## config.mk

```make
export PLATFORM = sky130hd
export DESIGN_NAME = game_clock_ascii
export DESIGN_NICKNAME = d
export VERILOG_FILES = /design/src/rtl/game_clock_ascii.sv
export SDC_FILE = /design/constraint.sdc
export NUM_CORES = 1
export LEC_CHECK = 0
export BUFFER_PORTS_ARGS = -buffer_cell sky130_fd_sc_hd__buf_2
export CORE_MARGIN = 3
export CORE_UTILIZATION = 58
export CTS_BUF_LIST = sky130_fd_sc_hd__clkbuf_4 sky130_fd_sc_hd__clkbuf_8
export CTS_CLUSTER_DIAMETER = 100
export DETAILED_ROUTE_END_ITERATION = 6
export GPL_TIMING_DRIVEN = 0
export PLACE_DENSITY_LB_ADDON = 0.05
export SETUP_SLACK_MARGIN = 0.02
export SKIP_LAST_GASP = 1
export SLEW_MARGIN = 15
export SYNTH_ARGS = -nofsm -noshare
export SYNTH_HDL_FRONTEND = slang
export SYNTH_SLANG_ARGS = --single-unit
```

## constraint.sdc

```tcl
create_clock -name clk -period 2.9 [get_ports clk]
set_clock_uncertainty 0.05 [all_clocks]
set_input_delay 0.145 -clock clk [delete_from_list [all_inputs] [get_ports clk]]
set_output_delay 0.145 -clock clk [all_outputs]
set_load 0.05 [all_outputs]
```

## src/rtl/game_clock_ascii.sv

```systemverilog
// game_clock_ascii
//   Basketball game-clock engine. It counts each period down in BCD MM:SS,
//   tracks the period number and runs a small run/pause/expiry FSM. Every
//   digit is presented as an ASCII byte, taken straight from the digit
//   registers, so it can feed an LCD character driver directly.
//
// Parameters
//   TICK_DIV     clk cycles per game second (>= 2)
//   PERIOD_MIN   period length in minutes (1..99)
//   NUM_PERIODS  number of periods (1..9)
//   BUZZ_CYCLES  horn length in clk cycles (buzzer build only)
//
// Ports
//   clk, rst             clock, synchronous active-high reset
//   start_stop           1-cycle pulse: IDLE->RUN, RUN<->PAUSE
//   next_period          1-cycle pulse: leave EXPIRED (next period or game over)
//   ascii_1_min/0_min    minutes tens/ones, ASCII
//   ascii_1_sec/0_sec    seconds tens/ones, ASCII
//   ascii_0_period       period number, ASCII
//   running              high while in RUN
//   period_end           1-cycle pulse when the clock reaches 00:00
//   game_over            high in GAME_OVER
//   buzzer               period-end horn
//
// Build option
//   GAME_CLOCK_BUZZER_EN  when defined, buzzer is held high for BUZZ_CYCLES
//                         cycles starting with period_end; otherwise tied 0.

module game_clock_ascii #(
  parameter int TICK_DIV    = 50_000_000,
  parameter int PERIOD_MIN  = 10,
  parameter int NUM_PERIODS = 4,
  parameter int BUZZ_CYCLES = 25_000_000
) (
  input  logic       clk,
  input  logic       rst,
  input  logic       start_stop,
  input  logic       next_period,
  output logic [7:0] ascii_1_min,
  output logic [7:0] ascii_0_min,
  output logic [7:0] ascii_1_sec,
  output logic [7:0] ascii_0_sec,
  output logic [7:0] ascii_0_period,
  output logic       running,
  output logic       period_end,
  output logic       game_over,
  output logic       buzzer
);

  // Elaboration-time parameter sanity checks.
  if (TICK_DIV < 2) begin : g_bad_tick
    $error("TICK_DIV must be >= 2");
  end
  if (PERIOD_MIN < 1 || PERIOD_MIN > 99) begin : g_bad_pmin
    $error("PERIOD_MIN must be 1..99");
  end
  if (NUM_PERIODS < 1 || NUM_PERIODS > 9) begin : g_bad_nper
    $error("NUM_PERIODS must be 1..9");
  end
  if (BUZZ_CYCLES < 1) begin : g_bad_buzz
    $error("BUZZ_CYCLES must be >= 1");
  end

  localparam int              PRE_W   = $clog2(TICK_DIV);
  localparam logic [PRE_W-1:0] PRE_MAX = PRE_W'(TICK_DIV - 1);
  localparam logic [3:0]      M1_INIT = 4'(PERIOD_MIN / 10);
  localparam logic [3:0]      M0_INIT = 4'(PERIOD_MIN % 10);
  localparam logic [3:0]      P_LAST  = 4'(NUM_PERIODS);

  typedef enum logic [2:0] {
    IDLE      = 3'd0,
    RUN       = 3'd1,
    PAUSE     = 3'd2,
    EXPIRED   = 3'd3,
    GAME_OVER = 3'd4
  } state_t;

  state_t           state, state_nx;
  logic [3:0]       m1, m0, s1, s0;
  logic [3:0]       period;
  logic [PRE_W-1:0] pre;

  logic tick, last_sec, expire, reload;
  logic running_nx, game_over_nx, period_end_nx;

  assign tick     = (state == RUN) && (pre == PRE_MAX);
  // 00:01 is the only value whose decrement lands on 00:00.
  assign last_sec = (m1 == 4'd0) && (m0 == 4'd0) && (s1 == 4'd0) && (s0 == 4'd1);
  assign expire   = tick && last_sec;
  assign reload   = (state == EXPIRED) && next_period && (period < P_LAST);

  // FSM: state register
  always_ff @(posedge clk) begin
    if (rst) state <= IDLE;
    else     state <= state_nx;
  end

  // FSM: next state. Expiry outranks start_stop in RUN, and next_period
  // outranks start_stop in EXPIRED (start_stop is simply not looked at there).
  always_comb begin
    state_nx = state;
    case (state)
      IDLE:      if (start_stop) state_nx = RUN;
      RUN: begin
        if (expire)          state_nx = EXPIRED;
        else if (start_stop) state_nx = PAUSE;
      end
      PAUSE:     if (start_stop) state_nx = RUN;
      EXPIRED:   if (next_period) state_nx = (period < P_LAST) ? IDLE : GAME_OVER;
      GAME_OVER: state_nx = GAME_OVER;
      default:   state_nx = IDLE;
    endcase
  end

  // FSM: outputs, computed from the next state so the flops below line up
  // with the state they describe.
  always_comb begin
    running_nx    = (state_nx == RUN);
    game_over_nx  = (state_nx == GAME_OVER);
    period_end_nx = expire;
  end

  always_ff @(posedge clk) begin
    if (rst) begin
      running    <= 1'b0;
      game_over  <= 1'b0;
      period_end <= 1'b0;
    end else begin
      running    <= running_nx;
      game_over  <= game_over_nx;
      period_end <= period_end_nx;
    end
  end

  // Datapath: prescaler, BCD countdown, period counter. The prescaler only
  // advances in RUN, so a pause keeps the partial second.
  always_ff @(posedge clk) begin
    if (rst) begin
      m1     <= M1_INIT;
      m0     <= M0_INIT;
      s1     <= 4'd0;
      s0     <= 4'd0;
      period <= 4'd1;
      pre    <= '0;
    end else if (reload) begin
      m1     <= M1_INIT;
      m0     <= M0_INIT;
      s1     <= 4'd0;
      s0     <= 4'd0;
      period <= period + 4'd1;
      pre    <= '0;
    end else if (state == RUN) begin
      if (tick) begin
        pre <= '0;
        if (s0 != 4'd0) begin
          s0 <= s0 - 4'd1;
        end else if (s1 != 4'd0) begin
          s0 <= 4'd9;
          s1 <= s1 - 4'd1;
        end else begin
          // In RUN the clock is never 00:00, so a minute is available here.
          s0 <= 4'd9;
          s1 <= 4'd5;
          if (m0 != 4'd0) begin
            m0 <= m0 - 4'd1;
          end else begin
            m0 <= 4'd9;
            m1 <= m1 - 4'd1;
          end
        end
      end else begin
        pre <= pre + 1'b1;
      end
    end
  end

  assign ascii_1_min    = {4'h3, m1};
  assign ascii_0_min    = {4'h3, m0};
  assign ascii_1_sec    = {4'h3, s1};
  assign ascii_0_sec    = {4'h3, s0};
  assign ascii_0_period = {4'h3, period};

`ifdef GAME_CLOCK_BUZZER_EN
  localparam int BUZZ_W = $clog2(BUZZ_CYCLES + 1);

  logic [BUZZ_W-1:0] buzz_cnt;
  logic              buzz_q;

  // buzz_cnt holds the cycles remaining after the current one; a new
  // period end restarts the horn. next_period has no say here.
  always_ff @(posedge clk) begin
    if (rst) begin
      buzz_q   <= 1'b0;
      buzz_cnt <= '0;
    end else if (period_end_nx) begin
      buzz_q   <= 1'b1;
      buzz_cnt <= BUZZ_W'(BUZZ_CYCLES - 1);
    end else if (buzz_cnt != '0) begin
      buzz_cnt <= buzz_cnt - 1'b1;
    end else begin
      buzz_q   <= 1'b0;
    end
  end

  assign buzzer = buzz_q;
`else
  assign buzzer = 1'b0;
`endif

endmodule

```

==> metrics.log <==
INFO  metric result_of_the_run = finished, final reports clean
INFO  metric p_clk_share = ~35%
INFO  metric holdBufCountCts = 0
INFO  metric total_vias_in_the_final_route = about 2400
INFO  metric swShare = roughly a quarter
INFO  metric cts.reportedPaths.clkPinSlew = ~0.090 ns
INFO  metric synthFlopType = sky130_fd_sc_hd__dfxtp_1
INFO  metric timing.final.hold_violations = 0
INFO  metric worst_pin_slew = 0.684 ns
INFO  metric worstReg2RegEnd = m1[1]$_SDFFE_PP0P_
INFO  metric final_cell_mix = sky130_fd_sc_hd__dfxtp_1 (52), sky130_fd_sc_hd__buf_2 (31), sky130_fd_sc_hd__nand2_1 (30)
INFO  metric compound_gate_portion_of_the_synthesized_area = 11.9%
INFO  metric dpl_worst_slack = 0.562 ns
INFO  metric cell_count_after_synthesis = 330
INFO  metric synth_top_cells_by_area = sky130_fd_sc_hd__dfxtp_1 (37%), sky130_fd_sc_hd__buf_4 (5.7%), sky130_fd_sc_hd__a21oi_1 (4.9%), sky130_fd_sc_hd__mux2i_1 (4.7%), sky130_fd_sc_hd__or3_1 (4.3%)
INFO  metric report.final.slew_viol_count = 0
INFO  metric cp.arrival = 2.58 ns
INFO  metric hold-path-cell-count = 3
INFO  metric post-dp-hpwl = between 4000 and 5000 um
INFO  metric postPlaceCellArea = 3050 sq um
INFO  metric final_wirelength = just under 6000 um
INFO  metric crit-reg2reg-launch = state[2]$_SDFF_PP0_
INFO  metric maximum_number_of_pins_on_one_net_before_global_route_repair = 15
INFO  metric num-nets-final = roughly 400
INFO  metric grt_setup_unrepaired = no
INFO  metric ys_seq_elements = 52
INFO  metric timing.reg2reg.worst_path_depth = 7
INFO  metric maxCapViolCount = 0
INFO  metric firstDrtPassIters = 4
INFO  metric worst_setup_path_start_kind = register
INFO  metric synth-warning-count = 0
INFO  metric layout-drive-gt1-share = between 15 and 20%
INFO  metric fin_tns_setup = 0 ns
INFO  metric setup-violations-final = 0
INFO  metric synth_area_leader_cell = sky130_fd_sc_hd__dfxtp_1
INFO  metric timing.setup.critical_path_class = reg -> reg
INFO  metric core_area = 4500 sq um
INFO  metric fin_util = 69.9%
INFO  metric crit_fanout = 10
INFO  metric grt_antenna_before_repair = 0
INFO  metric area.growth.synth_to_final = 13.1%
INFO  metric synth-simple-area-share = 31.7%
INFO  metric mappedNetlistArea = ~2800 sq um
INFO  metric postCtsSetupRepairBufs = 0
INFO  metric min_to = state[1]$_SDFF_PP0_
INFO  metric synth-async-reset-ratio = 0%
INFO  metric synth_seq_area_share = 37.4%
INFO  metric layout_min_cycle_time = 2.39 ns
INFO  metric tritoncts = yes
INFO  metric hold_start = start_stop
INFO  metric power_frac_seq = 54.2%
INFO  metric grt_pass1_wl = 9340 um
INFO  metric synth-edff-count = 0
INFO  metric timing.max_slew.rel_slack = 54.0%
INFO  metric largest_family_of_logic_cells_by_synthesized_area = simple AND/OR/NAND/NOR gates
INFO  metric p_int = 1.00 mW
INFO  metric cts_root_buffer = sky130_fd_sc_hd__clkbuf_8
INFO  metric power.share.combinational = 10.4%
INFO  metric reg2reg_setup_slack = between 0.5 and 0.6 ns
INFO  metric routed_via_density = about 5.7
INFO  metric portBuffers = 26
INFO  metric post-route-period-util = a little over 80%
INFO  metric post_synth_xor_area_fraction = 2.52%
INFO  metric die_y = 75.3 um
INFO  metric worst-endpoint-required = 3.08 ns
INFO  metric post_synth_fa_ha_maj_area_fraction = 1.80%
INFO  metric place.gp.congestion = 0.868
INFO  metric fill_cells = 362
INFO  metric synth_mux_area_share = 4.68%
INFO  metric postLayoutCellArea = 3150 sq um
INFO  metric detail-route-antenna-nets = 0
INFO  metric cellPowerDensity = about 420 nW/um^2
INFO  metric final_common_cell = sky130_fd_sc_hd__dfxtp_1
INFO  metric die_width = 75.3 um
INFO  metric switching_power = 329 uW
INFO  metric p_leak = between 1 and 1.5 nW
INFO  metric worstSkewPairLatency = about 0.30 ns
INFO  metric first_iter_violations = 175
INFO  metric timing.final.ws_setup = 0.505 ns
INFO  metric cts_buffers = 5
INFO  metric clockBufferDepth = 2
INFO  metric track_usage = 21.0%
INFO  metric post_cts_resize_count = 0
INFO  metric remaining_drc_errors = 0
INFO  metric tritoncts_num_sinks = 52
INFO  metric synth_cell_types = 44
INFO  metric critPathCaptureType = register
INFO  metric wl_per_cell = 13.4 um
INFO  metric worstHoldPathType = in -> reg
INFO  metric timing.fmax = 0.418 GHz
INFO  metric core.rowCount = 24
INFO  metric ios = 48
INFO  metric initial_utilization = around 62%
INFO  metric congestion_overflow_gr = 0
INFO  metric syn-mean-instance-area = 8.43 sq um
INFO  metric total_die_area = 5660 sq um
INFO  metric proportion_of_netlist_area_held_by_the_largest_area_contributor = 37.4%
INFO  metric n_antenna_cell = 0
INFO  metric worst_ir_drop_vdd = between 0.2 and 0.25 mV
INFO  metric cts_htree_levels = 2
INFO  metric number_of_global_route_vias_before_repair = 2100
==> critical path, stage by stage (launching register included) <==
cell                       delay (ns)
sky130_fd_sc_hd__dfxtp_1         0.45
sky130_fd_sc_hd__and4b_1         0.22
sky130_fd_sc_hd__clkbuf_1        0.16
sky130_fd_sc_hd__a21oi_1         0.38
sky130_fd_sc_hd__clkbuf_1        0.43
sky130_fd_sc_hd__clkbuf_1        0.41
sky130_fd_sc_hd__nand2_1         0.10
sky130_fd_sc_hd__mux2i_1         0.13
==> final cells by class <==
class | count | area (sq um) | share of cell area (%)
multi-input combinational | 253 | 1540 | 48.9
sequential | 52 | 1040 | 33.1
buffer | 37 | 246 | 7.83
timing repair buffer | 26 | 130 | 4.13
clock buffer | 5 | 68.8 | 2.19
tap | 52 | 65.1 | 2.07
clock inverter | 1 | 30.0 | 0.954
inverter | 7 | 26.3 | 0.835
==> routing by layer <==
metal  track usage, %  wire length, um  up-vias
met5                0                0        -
met4             6.21               40        0
met3             4.41              241        4
met2             33.4             2730       50
met1             28.7             2810     1130
li1                 -                -     1263
==> cell usage after synthesis, types with 8 or more instances <==
| master | number |
|---|---|
| sky130_fd_sc_hd__or4_1 | 14 |
| sky130_fd_sc_hd__nor3_1 | 9 |
| sky130_fd_sc_hd__nand4_1 | 9 |
| sky130_fd_sc_hd__a21oi_1 | 27 |
| sky130_fd_sc_hd__nand2_1 | 30 |
| sky130_fd_sc_hd__mux2i_1 | 13 |
| sky130_fd_sc_hd__o21ai_0 | 14 |
| sky130_fd_sc_hd__nor2_1 | 22 |
| sky130_fd_sc_hd__dfxtp_1 | 52 |
| sky130_fd_sc_hd__nand2b_1 | 8 |
| sky130_fd_sc_hd__or3_1 | 19 |
| sky130_fd_sc_hd__clkbuf_1 | 8 |
| sky130_fd_sc_hd__buf_4 | 21 |
==> cell families (layout without fill, tap and decap cells) <==
family | after synthesis | count (layout)
AND/OR/NAND/NOR | 150 | 150
AO/OA/AOI/OAI | 57 | 57
flip-flops | 52 | 52
buffers and inverters | 44 | 76
multiplexers | 13 | 13
XOR/XNOR | 8 | 8
adder cells (fa/ha/maj) | 4 | 4
other | 2 | 21
==> how the worst max path moves through the flow <==
| stage | end | cells past startpoint | startpoint |
|---|---|---|---|
| 2_1_floorplan | running$_SDFF_PP0_ | 4 | s1[2]$_SDFFE_PP0P_ |
| 3_3_place_gp | s1[3]$_SDFFE_PP0P_ | 7 | state[2]$_SDFF_PP0_ |
| 3_5_place_dp | m1[3]$_SDFFE_PP0P_ | 7 | state[2]$_SDFF_PP0_ |
| 4_1_cts | m1[3]$_SDFFE_PP0P_ | 7 | state[2]$_SDFF_PP0_ |
| 6_report | m1[1]$_SDFFE_PP0P_ | 7 | state[2]$_SDFF_PP0_ |
| 5_1_grt | m0[0]$_SDFFE_PP0P_ | 7 | state[2]$_SDFF_PP0_ |
==> stage by stage <==
| step | power, mW | hold WS, ns | std cells |
|---|---|---|---|
| floorplan | 0.862 | 0.308 | 349 |
| global placement | 0.876 | 0.400 | 427 |
| detailed placement | 0.877 | 0.406 | 427 |
| CTS | 1.34 | 0.140 | 433 |
| global route | 1.38 | 0.151 | 433 |
| finish | 1.33 | 0.146 | 433 |
==> power by group through the flow <==
stage | clock network, mW | logic [mW] | registers (mW)
floorplan | 0 | 0.117 | 0.745
global placement | 0 | 0.136 | 0.740
detailed placement | 0 | 0.137 | 0.740
CTS | 0.482 | 0.138 | 0.723
global route | 0.511 | 0.149 | 0.724
finish | 0.472 | 0.139 | 0.723
==> state kept, by name, summed over array words and instances (netlist names) <==
name        cells
game_over       1
m0              4
m1              4
period          4
period_end      1
pre            26
running         1
s0              4
s1              4
state           3
(Power assumes the default switching activity.)
